**config.mk**
```make
export PLATFORM = sky130hd
export DESIGN_NAME = seg7_display_arbiter_flat
export DESIGN_NICKNAME = d
export VERILOG_FILES = /design/src/rtl/seg7_pkg.sv /design/src/rtl/seg7_display_arbiter_if.sv /design/src/rtl/seg7_display_arbiter_rr_arbiter.sv /design/src/rtl/seg7_display_arbiter.sv /design/src/flat_wrapper.sv
export SDC_FILE = /design/constraint.sdc
export NUM_CORES = 1
export LEC_CHECK = 0
export CORE_UTILIZATION = 43
export CTS_CLUSTER_SIZE = 8
export DETAILED_ROUTE_END_ITERATION = 12
export GPL_TIMING_DRIVEN = 0
export PLACE_DENSITY = 0.76
export RECOVER_POWER = 25
export SYNTH_ARGS = -nofsm -noshare
export SYNTH_HDL_FRONTEND = slang
export SYNTH_SLANG_ARGS = --single-unit
```
**constraint.sdc**
```tcl
create_clock -name clock -period 2.63 [get_ports clock]
set_input_delay 0.3945 -clock clock [delete_from_list [all_inputs] [get_ports clock]]
set_output_delay 0.3945 -clock clock [all_outputs]
set_load 0.01 [all_outputs]
```
**src/rtl/seg7_pkg.sv**
```systemverilog
// Shared types and constants for the seven-segment display arbiter.
package seg7_pkg;

    localparam int DISP_W               = 32;
    localparam int MAX_REQ              = 8;
    localparam int OWNER_W              = 3;
    localparam int DEFAULT_DWELL_CYCLES = 50_000_000;

    typedef enum logic [1:0] {
        ST_IDLE = 2'd0,
        ST_LOAD = 2'd1,
        ST_SHOW = 2'd2
    } state_e;

endpackage

```
**src/rtl/seg7_display_arbiter_if.sv**
```systemverilog
// Requester bus, pin control and display-driver write port of the arbiter.
interface seg7_display_arbiter_if #(
    parameter int NUM_REQ = 4
);
    import seg7_pkg::*;

    logic [NUM_REQ-1:0]        req;
    logic [DISP_W*NUM_REQ-1:0] req_data;
    logic [NUM_REQ-1:0]        ack;
    logic                      pin_en;
    logic [OWNER_W-1:0]        pin_sel;
    logic                      disp_cs;
    logic [DISP_W-1:0]         disp_data;

    modport master (
        output req, req_data, pin_en, pin_sel,
        input  ack, disp_cs, disp_data
    );

    modport slave (
        input  req, req_data, pin_en, pin_sel,
        output ack, disp_cs, disp_data
    );

endinterface

```
**src/rtl/seg7_display_arbiter_rr_arbiter.sv**
```systemverilog
// Combinational round-robin pick: search starts one past the last grant and wraps.
module rr_arbiter
    import seg7_pkg::*;
#(
    parameter int NUM_REQ = 4
) (
    input  logic [NUM_REQ-1:0] elig,
    input  logic [OWNER_W-1:0] last,
    output logic [NUM_REQ-1:0] grant,
    output logic [OWNER_W-1:0] grant_idx,
    output logic               grant_valid
);

    // Rank r is the r-th position after the last grant; the lowest eligible rank wins.
    always_comb begin
        grant       = '0;
        grant_idx   = '0;
        grant_valid = 1'b0;
        for (int r = 0; r < NUM_REQ; r++) begin
            for (int i = 0; i < NUM_REQ; i++) begin
                if (!grant_valid && elig[i] && (((int'(last) + 1 + r) % NUM_REQ) == i)) begin
                    grant[i]    = 1'b1;
                    grant_idx   = OWNER_W'(i);
                    grant_valid = 1'b1;
                end
            end
        end
    end

endmodule

```
**src/rtl/seg7_display_arbiter.sv**
```systemverilog
// Shares one 8-digit seven-segment display among NUM_REQ requesters with
// round-robin dwell windows, in-window refresh and pinning to a single requester.
module seg7_display_arbiter
    import seg7_pkg::*;
#(
    parameter int NUM_REQ      = 4,
    parameter int DWELL_CYCLES = DEFAULT_DWELL_CYCLES,
    parameter int CNT_W        = 26
) (
    input  logic                 clock,
    input  logic                 rst,
    seg7_display_arbiter_if.slave bus,
    output logic [OWNER_W-1:0]   owner,
    output logic                 busy
);

    state_e              state_q, state_d;
    logic [OWNER_W-1:0]  owner_q, owner_d;
    logic [OWNER_W-1:0]  last_q, last_d;
    logic [CNT_W-1:0]    cnt_q, cnt_d;
    logic                disp_cs_q, disp_cs_d;
    logic [DISP_W-1:0]   disp_data_q, disp_data_d;
    logic [NUM_REQ-1:0]  ack_q, ack_d;
    logic                busy_q, busy_d;

    logic [NUM_REQ-1:0]  elig, arb_elig, owner_oh, grant_oh;
    logic [OWNER_W-1:0]  grant_idx;
    logic                grant_valid;
    logic [DISP_W-1:0]   grant_word, owner_word;
    logic                expired, preempt, refresh;

    // Pinning narrows eligibility to pin_sel; an out-of-range pin_sel matches nobody.
    always_comb begin
        elig       = '0;
        owner_oh   = '0;
        owner_word = '0;
        for (int i = 0; i < NUM_REQ; i++) begin
            elig[i]     = bus.req[i] && (!bus.pin_en || (bus.pin_sel == OWNER_W'(i)));
            owner_oh[i] = (owner_q == OWNER_W'(i));
            if (owner_q == OWNER_W'(i)) owner_word = bus.req_data[DISP_W*i +: DISP_W];
        end
    end

    // While showing, the owner is excluded so a grant means a genuine switch.
    assign arb_elig = (state_q == ST_SHOW) ? (elig & ~owner_oh) : elig;

    rr_arbiter #(.NUM_REQ(NUM_REQ)) u_rr_arbiter (
        .elig        (arb_elig),
        .last        (last_q),
        .grant       (grant_oh),
        .grant_idx   (grant_idx),
        .grant_valid (grant_valid)
    );

    always_comb begin
        grant_word = '0;
        for (int i = 0; i < NUM_REQ; i++) begin
            if (grant_oh[i]) grant_word = bus.req_data[DISP_W*i +: DISP_W];
        end
    end

    assign expired = (cnt_q == CNT_W'(DWELL_CYCLES - 1));
    assign preempt = bus.pin_en && (bus.pin_sel != owner_q);
    // A req still high in its own ack cycle is the old word, not a new write.
    assign refresh = |(bus.req & owner_oh & ~ack_q);

    // NOTE: every _d gets a default before the case so no path can infer a latch.
    always_comb begin
        state_d     = state_q;
        owner_d     = owner_q;
        last_d      = last_q;
        cnt_d       = cnt_q;
        disp_cs_d   = 1'b0;
        disp_data_d = disp_data_q;
        ack_d       = '0;
        unique case (state_q)
            ST_IDLE: begin
                if (grant_valid) begin
                    state_d     = ST_LOAD;
                    owner_d     = grant_idx;
                    last_d      = grant_idx;
                    disp_cs_d   = 1'b1;
                    disp_data_d = grant_word;
                    ack_d       = grant_oh;
                end
            end
            ST_LOAD: begin
                state_d = ST_SHOW;
                cnt_d   = '0;
            end
            ST_SHOW: begin
                cnt_d = cnt_q + 1'b1;
                if (preempt) begin
                    state_d = ST_IDLE;
                end else if (expired && grant_valid) begin
                    state_d     = ST_LOAD;
                    owner_d     = grant_idx;
                    last_d      = grant_idx;
                    disp_cs_d   = 1'b1;
                    disp_data_d = grant_word;
                    ack_d       = grant_oh;
                end else begin
                    if (expired) cnt_d = '0;
                    if (refresh) begin
                        disp_cs_d   = 1'b1;
                        disp_data_d = owner_word;
                        ack_d       = owner_oh;
                    end
                end
            end
            default: state_d = ST_IDLE;
        endcase
        busy_d = (state_d != ST_IDLE);
    end

    // NOTE: state uses non-blocking assignments so every flop samples pre-edge values.
    always_ff @(posedge clock or posedge rst) begin
        if (rst) begin
            state_q     <= ST_IDLE;
            owner_q     <= '0;
            last_q      <= OWNER_W'(NUM_REQ - 1);
            cnt_q       <= '0;
            disp_cs_q   <= 1'b0;
            disp_data_q <= '0;
            ack_q       <= '0;
            busy_q      <= 1'b0;
        end else begin
            state_q     <= state_d;
            owner_q     <= owner_d;
            last_q      <= last_d;
            cnt_q       <= cnt_d;
            disp_cs_q   <= disp_cs_d;
            disp_data_q <= disp_data_d;
            ack_q       <= ack_d;
            busy_q      <= busy_d;
        end
    end

    assign bus.ack       = ack_q;
    assign bus.disp_cs   = disp_cs_q;
    assign bus.disp_data = disp_data_q;
    assign owner         = owner_q;
    assign busy          = busy_q;

endmodule

```
**src/flat_wrapper.sv**
```systemverilog
// flat-port wrapper written by rule: the top's interface ports become plain ports
module seg7_display_arbiter_flat import seg7_pkg::*;
#(
    parameter int NUM_REQ      = 4,
    parameter int DWELL_CYCLES = DEFAULT_DWELL_CYCLES,
    parameter int CNT_W        = 26
)
  (clock, rst, owner, busy, bus_req, bus_req_data, bus_pin_en, bus_pin_sel, bus_ack, bus_disp_cs, bus_disp_data);
  seg7_display_arbiter_if #(.NUM_REQ(NUM_REQ)) bus_i ();
  input  logic clock;
  input  logic rst;
  output logic [OWNER_W-1:0] owner;
  output logic busy;
  input wire logic [$bits(bus_i.req)-1:0] bus_req;
  input wire logic [$bits(bus_i.req_data)-1:0] bus_req_data;
  input wire logic [$bits(bus_i.pin_en)-1:0] bus_pin_en;
  input wire logic [$bits(bus_i.pin_sel)-1:0] bus_pin_sel;
  output wire logic [$bits(bus_i.ack)-1:0] bus_ack;
  output wire logic [$bits(bus_i.disp_cs)-1:0] bus_disp_cs;
  output wire logic [$bits(bus_i.disp_data)-1:0] bus_disp_data;
  assign bus_i.req = bus_req;
  assign bus_i.req_data = bus_req_data;
  assign bus_i.pin_en = bus_pin_en;
  assign bus_i.pin_sel = bus_pin_sel;
  assign bus_ack = bus_i.ack;
  assign bus_disp_cs = bus_i.disp_cs;
  assign bus_disp_data = bus_i.disp_data;
  seg7_display_arbiter #(.NUM_REQ(NUM_REQ), .DWELL_CYCLES(DWELL_CYCLES), .CNT_W(CNT_W)) u_core (.clock(clock), .rst(rst), .bus(bus_i), .owner(owner), .busy(busy));
endmodule
```
; Word level (Yosys, flattened, before mapping)
; Cells that the tools add are included.
[classes]
n_reduce_logical = 74
n_addsub = 5
eq_ne = 26
mux = 82
n_bitwise = 9
[ops]
columns = op, count
row1 = $mux 32, 12
row2 = $logic_not 32->1, 4
row3 = $mux 26, 3
row4 = $pmux 32 s2, 1
row5 = $pmux 26 s2, 1
row6 = $mux 3, 17
row7 = $logic_and 1x1->1, 37
row8 = $mux 1, 36
row9 = $add 26x1->26 const B, 1
row10 = $eq 26x26->1 const B, 1
row11 = $eq 3x2->1 const B, 8
row12 = $eq 3x3->1 const B, 8
row13 = $mux 4, 5
row14 = $logic_not 1->1, 16
row15 = $and 4x4->4, 3
row16 = $not 4->4, 2
row17 = $pmux 4 s2, 1
row18 = $reduce_and 4->1, 2
row19 = $reduce_or 2->1, 4
row20 = $eq 3x1->1 const B, 2
row21 = $logic_not 3->1, 2
row22 = $mux 2, 3
row23 = $pmux 2 s3, 1
row24 = $pmux 3 s2, 1
row25 = 14 further kinds, 25
[totals]
in_bits = 138
regBits = 71

; Depth between registers and ports, before layout
; Gate-level depths: netlist of run 1.
[depth]
ltp_word = 72
ltp_mapped = 12
depth_no_buf = 9

; By module
; A second synthesis of run 1 with hierarchy kept.
[unflattened]
hier_cells = 607
hier_area_um2 = 5641.7
[modules_own_cells]
columns = module, instances, area_per_inst_um2, cells_per_inst, seq_area_each_um2
row1 = seg7_display_arbiter, 1, 5412.7, 570, 1779.2
row2 = rr_arbiter, 1, 229.0, 37, 0.0

; Worst setup path after synthesis of run 1
; Ideal clock, no wire load.
[synth_timing]
kind = flip-flop to flip-flop
from = reg u_core.state_q[0]
to = reg u_core.disp_data_q[10] (netlist: u_core.bus.disp_data[10])
setup_slack_ps = -82
path_buffers = 2
arrival_ps = 2630
path_stages_with_launch = 12
cell_sequence = dfrtp_1 > inv_1 > ha_1 > buf_4 > or3b_1 > nand3_2 > a22oi_2 > a221oi_4 > buf_2 > a221oi_1 > or4_1 > a31oi_1
[synth_between]
elab_chain_len = 68
word_cells_on_any_way = 94
cone_classes = eq/ne (4) / mux (40) / reduce/logical (50)
[synth_lines]
columns = element, line_no
row1 = start: declaration, seg7_display_arbiter.sv:17  ; state_e state_q, state_d;
row2 = start signal: assignment, seg7_display_arbiter.sv:128  ; state_q <= state_d;
row3 = $eq 2x2->1, "seg7_display_arbiter.sv:45, seg7_display_arbiter.sv:76"
row4 = $mux 4, seg7_display_arbiter.sv:45  ; assign arb_elig = (state_q == ST_SHOW) ? (elig & ~owner_oh) : elig;
row5 = $logic_and 1x1->1, seg7_display_arbiter_rr_arbiter.sv:21  ; if (!grant_valid && elig[i] && (((int'(last) + 1 + r) % NUM_REQ) == i)) begin
row6 = $mux 1, seg7_display_arbiter_rr_arbiter.sv:21
row7 = $logic_not 1->1, seg7_display_arbiter_rr_arbiter.sv:21
row8 = $logic_and 1x1->1 (2 in series), seg7_display_arbiter_rr_arbiter.sv:21
row9 = $mux 1, seg7_display_arbiter_rr_arbiter.sv:21
row10 = $logic_not 1->1, seg7_display_arbiter_rr_arbiter.sv:21
row11 = [50 not listed], n/a
row12 = $mux 1, seg7_display_arbiter_rr_arbiter.sv:21
row13 = $logic_not 1->1, seg7_display_arbiter_rr_arbiter.sv:21
row14 = $logic_and 1x1->1 (2 in series), seg7_display_arbiter_rr_arbiter.sv:21
row15 = $mux 1, seg7_display_arbiter_rr_arbiter.sv:21
row16 = $mux 32 or $logic_and 1x1->1 (tied branches), "seg7_display_arbiter.sv:58, seg7_display_arbiter.sv:95"
row17 = $mux 32, seg7_display_arbiter.sv:95  ; end else if (expired && grant_valid) begin
row18 = $mux 32, seg7_display_arbiter.sv:93  ; if (preempt) begin
row19 = $pmux 32 s2, seg7_display_arbiter.sv:76  ; unique case (state_q)
row20 = end signal: assignment, seg7_display_arbiter.sv:133  ; disp_data_q <= disp_data_d;
row21 = end: declaration, seg7_display_arbiter.sv:22  ; logic [DISP_W-1:0] disp_data_q, disp_data_d;
; Parallel ways exist; a longest one is shown, timed or not. The select of a mux whose other input is x is not followed.
; A chain may end at the register's enable or synchronous reset.

; Final worst setup path of run 1
[layout_timing]
from = reg u_core.state_q[0]
to = reg u_core.disp_data_q[25] (netlist: u_core.bus.disp_data[25])
; Same word-level chain as after synthesis.

==> results of run 1 <==
## cell families (layout without fill, tap and decap cells)
group	count (synthesis)	in the layout
flops	70	70
buf+inv	76	306
compound gates	172	172
other cells	1	1
mux	41	41
simple gates	247	247
xor+xnor	2	2
fa+ha+maj	5	5
## per-stage QoR
step                      cell area (um2)  setup WS (ps)
after detailed placement             7416         -931.3
after global placement               7413         -897.4
after global routing                 8453         -69.72
after floorplan                      5431          10.71
after CTS                            8177          2.135
final                                8453          5.808
## path summary, 6_finish.rpt
path,startpoint,to,slack (ps)
setup / recovery,u_core.state_q[0],u_core.bus.disp_data[25],6
hold / removal,u_core.cnt_q[23],u_core.cnt_q[23],480
setup reg to reg,u_core.state_q[0],u_core.bus.disp_data[25],6
hold reg to reg,u_core.cnt_q[23],u_core.cnt_q[23],480
max in group asynchronous,rst,u_core.cnt_q[0],670
min in group asynchronous,rst,u_core.bus.disp_data[10],940
## flip-flops by register name, indices dropped and copies added, names as in the netlist
register              cells
u_core.bus.disp_data     32
u_core.busy               1
u_core.bus.ack            4
u_core.last_q             2
u_core.state_q            2
u_core.bus.disp_cs        1
u_core.cnt_q             26
u_core.owner              2
## cells in the final DEF (no fill, tap or decap), types with 7 or more instances in the layout
| master | Yosys | final |
|---|---|---|
| nor2_1 | 102 | 102 |
| a22o_1 | 7 | 7 |
| a221oi_1 | 25 | 25 |
| o22ai_1 | 12 | 12 |
| buf_2 | 16 | 7 |
| dfrtp_1 | 68 | 67 |
| nand2_1 | 64 | 62 |
| buf_4 | 5 | 41 |
| a31oi_1 | 28 | 26 |
| buf_6 | 0 | 11 |
| inv_1 | 25 | 23 |
| nand3_1 | 15 | 14 |
| o21ai_0 | 38 | 35 |
| o21ai_1 | 5 | 7 |
| clkbuf_1 | 25 | 7 |
| or4_1 | 26 | 24 |
| clkbuf_4 | 0 | 7 |
| clkbuf_16 | 0 | 10 |
| clkdlybuf4s50_1 | 0 | 172 |
| mux4_2 | 32 | 32 |
| a21oi_1 | 13 | 12 |
## Yosys cell counts, types with 4 or more instances
master	n	area, um2
buf_4	5	37.54
nand4_1	5	31.28
o21ai_1	5	25.02
o21ai_0	38	190.2
buf_2	16	80.08
o21a_1	5	37.54
mux4_2	32	720.7
and3_1	4	25.02
a22o_1	7	61.31
nand2_1	64	240.2
mux2i_1	6	60.06
a21oi_1	13	65.06
a31oi_1	28	175.2
nand3_1	15	75.07
inv_1	25	93.84
a221oi_1	25	219.0
a2111oi_0	7	61.31
clkbuf_1	25	93.84
dfrtp_1	68	1702
o2bb2ai_1	6	52.55
o31ai_1	6	45.04
nor3_1	6	30.03
o22ai_1	12	75.07
or4_1	26	195.2
ha_1	5	62.56
nor2_1	102	382.9
## power groups by stage
| stage | registers, uW | logic, uW | clock network [uW] |
|---|---|---|---|
| floorplan | 1770 | 2680 | 0 |
| global placement | 1690 | 4320 | 0 |
| detailed placement | 1690 | 4430 | 0 |
| CTS | 1680 | 4810 | 1260 |
| global route | 1760 | 5470 | 1310 |
| finish | 1730 | 5130 | 1240 |
## cell type report
class	instances	area (um2)	share of cell area
Multi-Input combinational cell	468	3638	0.4304
Timing Repair Buffer	219	2116	0.2503
Sequential cell	70	1755	0.2077
Buffer	44	327.8	0.03878
Clock buffer	10	239.0	0.02827
Tap cell	168	210.2	0.02487
Inverter	27	105.1	0.01243
Clock inverter	6	61.31	0.007253
## metal layers
layer | up-vias | GRT usage
li1 | 2788 | -
met5 | - | 0
met3 | 86 | 0.08130
met1 | 3076 | 0.3665
met4 | 0 | 0.1532
met2 | 402 | 0.5410
## repair_timing
| action | 4_1_cts | 5_1_grt |
|---|---|---|
| setup buffers | 28 | 12 |
| endpoints found under the setup margin | 63 | 54 |
| gates cloned | 1 | 1 |
| pin swaps | 15 | 25 |
| resized for setup | 76 | 47 |
==> results.json, run 1 <==
{
  "dp_cells": 959,
  "htreeDepth": 3,
  "slowest_delay_ps": 520,
  "synthAdderAreaFrac": 0.01160,
  "yosys_warnings": 0,
  "ys_types": 64,
  "crit_required_ps": 2890,
  "outcome": "complete, but fails checks",
  "final_nets": 982,
  "total_power_uw": 8103,
  "cpMostUsedCell": "buf_6",
  "numClockSinks": 70,
  "power.leakage_uw": 0.003330,
  "seq_area_frac_synth": 0.3251,
  "ir_worst_vdd_mv": 0.4864,
  "endpoint_kind": "flop",
  "synth-compound-area-share": 0.2284,
  "combPwrFrac": 0.633,
  "rsz0062_at_grt": "true",
  "grt_overflow": 0,
  "failed_checks": "max-capacitance violations",
  "hold_violations": 0,
  "wl_per_cell_um": 20.44,
  "drc": 0,
  "synth_top_family_by_area": "compound AO/OA/AOI/OAI gates",
  "hold_buffers": 0,
  "syn_area_um2": 5395,
  "antenna_found_initial": 0,
  "wl_met2_um": 10400,
  "clk_latency_ps": 340,
  "num_rows": 40,
  "maxSlewViolCount": 0,
  "ant_nets": 0,
  "worst_path_max_delay_cell": "or4_1",
  "timing.critical_path.cells": "inv_2 > ha_4 > or3b_4 > nand3_4 > buf_4 > a2111oi_4 > buf_6 > buf_6 > a221oi_1 > or4_1 > a31oi_1",
  "synth-main-ff-cell": "dfrtp_1",
  "max_slew.worst_pin.slew_ps": 1495,
  "grt_pass1_vias": 6163,
  "start_util": 0.4455,
  "port-buffer-count": 177,
  "crit_arrival_ps": 2890,
  "grt_pass1_wl_um": 31660,
  "clock-root-buffer": "clkbuf_16",
  "cts_max_path_buffers": 2,
  "vias_per_cell": 6.277,
  "n_fill_cell": 930,
  "maxCapViolCount": 1,
  "crit_cells": 11,
  "area_delta_synth_final_pct": 56.68,
  "async_flop_share": 1.000,
  "rr_worst_depth": 11,
  "synth_mux_area_frac": 0.1510,
  "top_layer": "met4",
  "cp_max_fo": 5,
  "dieWidth_um": 114.0,
  "grt_start_max_net_pins": 71,
  "synthSimpleGateAreaFrac": 0.2199,
  "drive_gt1_frac": 0.2192,
  "whs_path_depth": 1,
  "start_kind": "flop",
  "synth_xor_area_frac": 0.003247,
  "utilization": 0.6979,
  "dr_total_vias": 6352,
  "die_y_um": 114.0,
  "swShare": 0.4216,
  "wl_met1_um": 7682,
  "gp_congestion": 0.9333,
  "synth_fp_nets": 757,
  "internal-power_uw": 4687,
  "slew_headroom": 0.003418,
  "syn_inst": 614,
  "dp_hpwl_um": 14620,
  "met3_length_um": 1669,
  "avgSynthCellArea_um2": 8.787,
  "holdCritPathClass": "flop to flop",
  "pwr-share-clk": 0.153,
  "cellPowerDensity_nw_per_um2": 958.6,
  "yosys_register_bits": 70,
  "min_period_ps": 2624,
  "fin_setup_tns_ps": 0,
  "synth-edff-count": 0,
  "critPathTopFamily": "simple AND/OR/NAND/NOR gates",
  "dieArea_um2": 13000,
  "io_pins": 179,
  "worst_clock_skew_ps": 5.381,
  "cp.buffers_inverters": 4,
  "cts_made_buffers": 9,
  "worst-setup-path-type": "flop to flop",
  "whs_ps": 483.8,
  "final_cells": 1012,
  "p_seq_frac": 0.214,
  "cts_tree": "built",
  "diodes": 0,
  "totalWireLength_um": 20690,
  "first_pass_iters": 5,
  "setup_violations": 0,
  "clkTransAtPathRegs_ps": 60,
  "core_um2": 12110,
  "max_freq_ghz": 0.3811,
  "p_switching_uw": 3416,
  "drt_iter0_drc": 597,
  "period_share": 0.9978,
  "grt_use_total": 0.3153
}
Note: power is estimated with default switching activity, not from simulation.
==> inputs of run 2 (changes only) <==
Settings changed: CORE_ASPECT_RATIO from default to 1.5.
==> results.json, run 2 (synthesis results as in run 1) <==
{
  "worst-setup-path-type": "flop to flop",
  "min_period_ps": 2664,
  "slew_headroom": 0.001716,
  "endpoint_kind": "flop",
  "max_slew.worst_pin.slew_ps": 1497,
  "grt_overflow": 0,
  "largest_register_ffs": 32,
  "max_freq_ghz": 0.3754,
  "layout_commonest_cell": "clkdlybuf4s50_1",
  "gp_congestion": 0.9280,
  "grt_pass1_wl_um": 30730,
  "cts_max_path_buffers": 2,
  "num_rows": 49,
  "totalWireLength_um": 20370,
  "diodes": 0,
  "holdCritPathClass": "flop to flop",
  "total_power_uw": 8254,
  "hold_violations": 0,
  "clk_latency_ps": 350,
  "failed_checks": "max-capacitance violations, negative setup slack",
  "n_fill_cell": 918,
  "drt_iter0_drc": 356,
  "area_delta_synth_final_pct": 55.59,
  "grt_use_total": 0.3051,
  "numClockSinks": 70,
  "maxCapViolCount": 1,
  "crit_arrival_ps": 2930,
  "ir_worst_vdd_mv": 0.5765,
  "outcome": "complete, but fails checks",
  "utilization": 0.6915,
  "grt_pass1_vias": 6321,
  "cp.buffers_inverters": 3,
  "setup_violations": 6,
  "dieWidth_um": 93.46,
  "die_y_um": 139.2,
  "dp_hpwl_um": 14580,
  "io_pins": 179,
  "worst_slack_ps": -33.67,
  "core_um2": 12140,
  "cp_max_fo": 10,
  "worst_clock_skew_ps": 14.74,
  "place_area_um2": 7397,
  "timing.critical_path.cells": "ha_4 > or3b_1 > nand3_2 > buf_4 > a2111oi_4 > buf_4 > buf_4 > a221oi_1 > or4_1 > a31oi_1",
  "fin_area_um2": 8394,
  "cpMostUsedCell": "buf_4",
  "drive_gt1_frac": 0.2029,
  "dr_total_vias": 6273,
  "rsz0062_at_grt": "true",
  "grt_start_max_net_pins": 71,
  "crit_required_ps": 2890,
  "slowest_delay_ps": 440,
  "drc": 0,
  "cts_made_buffers": 9,
  "start_util": 0.4444,
  "maxSlewViolCount": 0,
  "cts_tree": "built",
  "clkTransAtPathRegs_ps": 60,
  "period_share": 1.013,
  "fin_setup_tns_ps": -86.79,
  "power.leakage_uw": 0.003315,
  "clock-root-buffer": "clkbuf_16",
  "first_pass_iters": 5,
  "critPathTopFamily": "simple AND/OR/NAND/NOR gates",
  "antenna_found_initial": 0,
  "ant_nets": 0,
  "dieArea_um2": 13010,
  "start_kind": "flop",
  "final_nets": 976,
  "mostFrequentLayoutCells": "clkdlybuf4s50_1 (172), nor2_1 (102), dfrtp_1 (68), nand2_1 (61), buf_4 (39)",
  "htreeDepth": 3,
  "port-buffer-count": 177,
  "vias_per_cell": 6.330,
  "cellPowerDensity_nw_per_um2": 983.3,
  "worst_path_max_delay_cell": "dfrtp_1",
  "wl_per_cell_um": 20.56
}
-- run 2: cell count changes in the layout (fill, tap and decap cells not counted), moves of 3 or more --
cell and change:
a2111oi_2 -3, buf_6 -3, buf_12 +3, buf_2 -4
clkbuf_1 +3, bufinv_16 +3
-- run 2: power breakdown --
group          internal (uW)  switching, uW
combinational           2480           2560
sequential              1440            270
clock                   1020            481
-- run 2: stage by stage --
stage	worst slack [ps]	cells	hold WS, ps
CTS	-41.41	983	486.8
global placement	-830.8	944	478.5
floorplan	10.71	614	440.8
global route	-98.08	991	511.9
finish	-33.67	991	488.1
detailed placement	-920.0	944	480.2
-- run 2: final timing paths --
path	start	end	slack [ps]	cells after the start
worst max-delay path	u_core.state_q[1]	u_core.bus.disp_data[30]	-30	10
worst min-delay path	u_core.cnt_q[23]	u_core.cnt_q[23]	490	1
worst max register to register	u_core.state_q[1]	u_core.bus.disp_data[30]	-30	10
worst min register to register	u_core.cnt_q[23]	u_core.cnt_q[23]	490	1
max in group asynchronous	rst	u_core.bus.disp_data[5]	760	2
min in group asynchronous	rst	u_core.bus.disp_data[11]	920	2
-- run 2: cell type report --
type | instances | area (um2) | share of cell area
Multi-Input combinational cell | 468 | 3587 | 0.4273
Timing Repair Buffer | 213 | 2067 | 0.2462
Sequential cell | 70 | 1754 | 0.2090
Buffer | 44 | 326.6 | 0.03890
Clock buffer | 10 | 229.0 | 0.02728
Tap cell | 153 | 191.4 | 0.02281
Clock inverter | 6 | 133.9 | 0.01595
Inverter | 27 | 105.1 | 0.01252
-- run 2: timing repair --
action | in CTS | in global routing
hold buffers | 0 | 0
hold endpoints to repair | 0 | 0
buffers inserted | 23 | 12
gates resized for setup | 62 | 40
pin swaps | 14 | 21
cloned | 1 | 0
setup endpoints to repair | 63 | 52
-- run 2: per-layer routing --
metal,track usage,wire length [um],part of all wire,up-vias
met5,0,0,0,-
met4,0.1579,1015,0.050,0
met3,0.08827,1784,0.088,88
met2,0.5650,10940,0.54,340
met1,0.2989,6637,0.33,3081
li1,-,-,-,2764
==> inputs of run 3 (changes only) <==
Settings changed: ABC_CLOCK_PERIOD_IN_PS from default to 2630, SLEW_MARGIN from default to 10.
==> results.json, run 3 (synthesis results as in run 1) <==
{
  "outcome": "complete, but fails checks",
  "failed_checks": "max-capacitance violations, max-slew violations, negative setup slack",
  "min_period_ps": 2659,
  "clkTransAtPathRegs_ps": 60,
  "layout_commonest_cell": "clkdlybuf4s50_1",
  "grt_start_max_net_pins": 37,
  "start_util": 0.4444,
  "dp_hpwl_um": 14760,
  "grt_use_total": 0.3159,
  "crit_required_ps": 2890,
  "hp-start": "u_core.cnt_q[23]",
  "combPwrFrac": 0.615,
  "gp_congestion": 0.9280,
  "clock-root-buffer": "clkbuf_16",
  "ir_worst_vdd_mv": 0.4926,
  "worst_slack_ps": -28.83,
  "power.leakage_uw": 0.003302,
  "total_power_uw": 8145,
  "totalWireLength_um": 20740,
  "period_share": 1.011,
  "drt_iter0_drc": 396,
  "hold_buffers": 0,
  "p_seq_frac": 0.211,
  "multi_input_area_um2": 3580,
  "max_slew.worst_pin.slew_ps": 1540,
  "htreeDepth": 3,
  "seq_area_um2": 1754,
  "diodes": 0,
  "mostFrequentLayoutCells": "clkdlybuf4s50_1 (172), nor2_1 (102), dfrtp_1 (68), nand2_1 (62), buf_4 (39)",
  "port-buffer-count": 177,
  "grt_pass1_vias": 6437,
  "n_fill_cell": 922,
  "ant_nets": 0,
  "crit_path_start": "u_core.state_q[1]",
  "worst_clock_skew_ps": 9.056,
  "vias_per_cell": 6.360,
  "wl_per_cell_um": 20.95,
  "drive_gt1_frac": 0.2067,
  "dieWidth_um": 93.46,
  "p_switching_uw": 3309,
  "reg2reg_from": "u_core.state_q[1]",
  "crit_arrival_ps": 2920,
  "max_freq_ghz": 0.3761,
  "cellPowerDensity_nw_per_um2": 972.3,
  "grt_pass1_wl_um": 31850,
  "antenna_found_initial": 0,
  "internal-power_uw": 4836,
  "io_pins": 179,
  "final_cells": 990,
  "grt_overflow": 0,
  "num_rows": 49,
  "worst-setup-path-type": "flop to flop",
  "cts_tree": "built",
  "clk_latency_ps": 340,
  "drc": 0,
  "core_um2": 12140,
  "swShare": 0.4063,
  "cts_made_buffers": 9,
  "dr_total_vias": 6296,
  "first_pass_iters": 5,
  "dp_cells": 945,
  "area_delta_synth_final_pct": 55.26,
  "maxCapViolCount": 1,
  "hold_violations": 0,
  "setup_violations": 9,
  "largest_register_ffs": 32,
  "whs_ps": 483.7,
  "rsz0062_at_grt": "true",
  "numClockSinks": 70,
  "holdCritPathClass": "flop to flop",
  "pwr-share-clk": 0.174,
  "cp_max_fo": 10,
  "utilization": 0.6901,
  "dieArea_um2": 13010,
  "maxSlewViolCount": 36,
  "endpoint_kind": "flop",
  "start_kind": "flop",
  "slew_headroom": -0.03241,
  "final_nets": 975,
  "die_y_um": 139.2,
  "cts_max_path_buffers": 2
}
==> run 3: power by group through the flow <==
stage | registers (uW) | clock network [uW] | logic [uW]
2_1_floorplan | 1770 | 0 | 2680
3_3_place_gp | 1690 | 0 | 4250
3_5_place_dp | 1710 | 0 | 4370
4_1_cts | 1690 | 1410 | 4770
5_1_grt | 1750 | 1460 | 5350
6_report | 1720 | 1420 | 5010
==> run 3: worst max-delay path, stage by stage, from the launching register on <==
cell and delay (ps):
dfrtp_1 410, ha_4 200, nand3b_1 130, o211ai_1 200
buf_4 210, buf_6 110, a221oi_4 340, buf_12 180
buf_8 130, a221oi_1 60, or4_1 420, a31oi_1 180
==> run 3: layout make-up <==
| type | count | share of cell area |
|---|---|---|
| multi-input combinational | 468 | 0.4273 |
| timing repair buffer | 213 | 0.2500 |
| sequential | 70 | 0.2094 |
| buffer | 43 | 0.03719 |
| clock buffer | 10 | 0.02733 |
| tap | 153 | 0.02285 |
| clock inverter | 6 | 0.01314 |
| inverter | 27 | 0.01270 |
==> run 3: path summary, 6_finish.rpt <==
path / end / slack [ps] / cells after the start
setup / recovery: u_core.bus.disp_data[8] / -30 / 11
hold / removal: u_core.cnt_q[23] / 480 / 1
max in group asynchronous: u_core.last_q[0] / 500 / 3
setup reg to reg: u_core.bus.disp_data[8] / -30 / 11
min in group asynchronous: u_core.bus.disp_data[11] / 870 / 2
hold reg to reg: u_core.cnt_q[23] / 480 / 1
==> run 3: metal layers <==
| metal | wire length, um | up-vias | share of wire | GRT usage |
|---|---|---|---|---|
| met5 | 0 | - | 0 | 0 |
| met2 | 11190 | 382 | 0.54 | 0.5937 |
| met3 | 1744 | 81 | 0.084 | 0.08004 |
| met1 | 6990 | 3071 | 0.34 | 0.3189 |
| met4 | 806 | 0 | 0.039 | 0.1409 |
| li1 | - | 2762 | - | - |
==> run 3: stage by stage <==
stage	setup slack, ps	TNS [ps]	area [um2]
floorplan	10.71	0	5431
global placement	-830.8	-86980	7395
detailed placement	-893.4	-35980	7417
finish	-28.83	-135.1	8377
global route	-102.1	-1670	8377
CTS	-34.32	-137.2	8203
==> run 3: repair_timing <==
| item | in CTS | in global routing |
|---|---|---|
| gates cloned | 2 | 1 |
| pin swaps | 10 | 31 |
| hold endpoints to repair | 0 | 0 |
| setup endpoints to repair | 63 | 52 |
| resized for setup | 62 | 53 |
| buffers inserted | 25 | 8 |
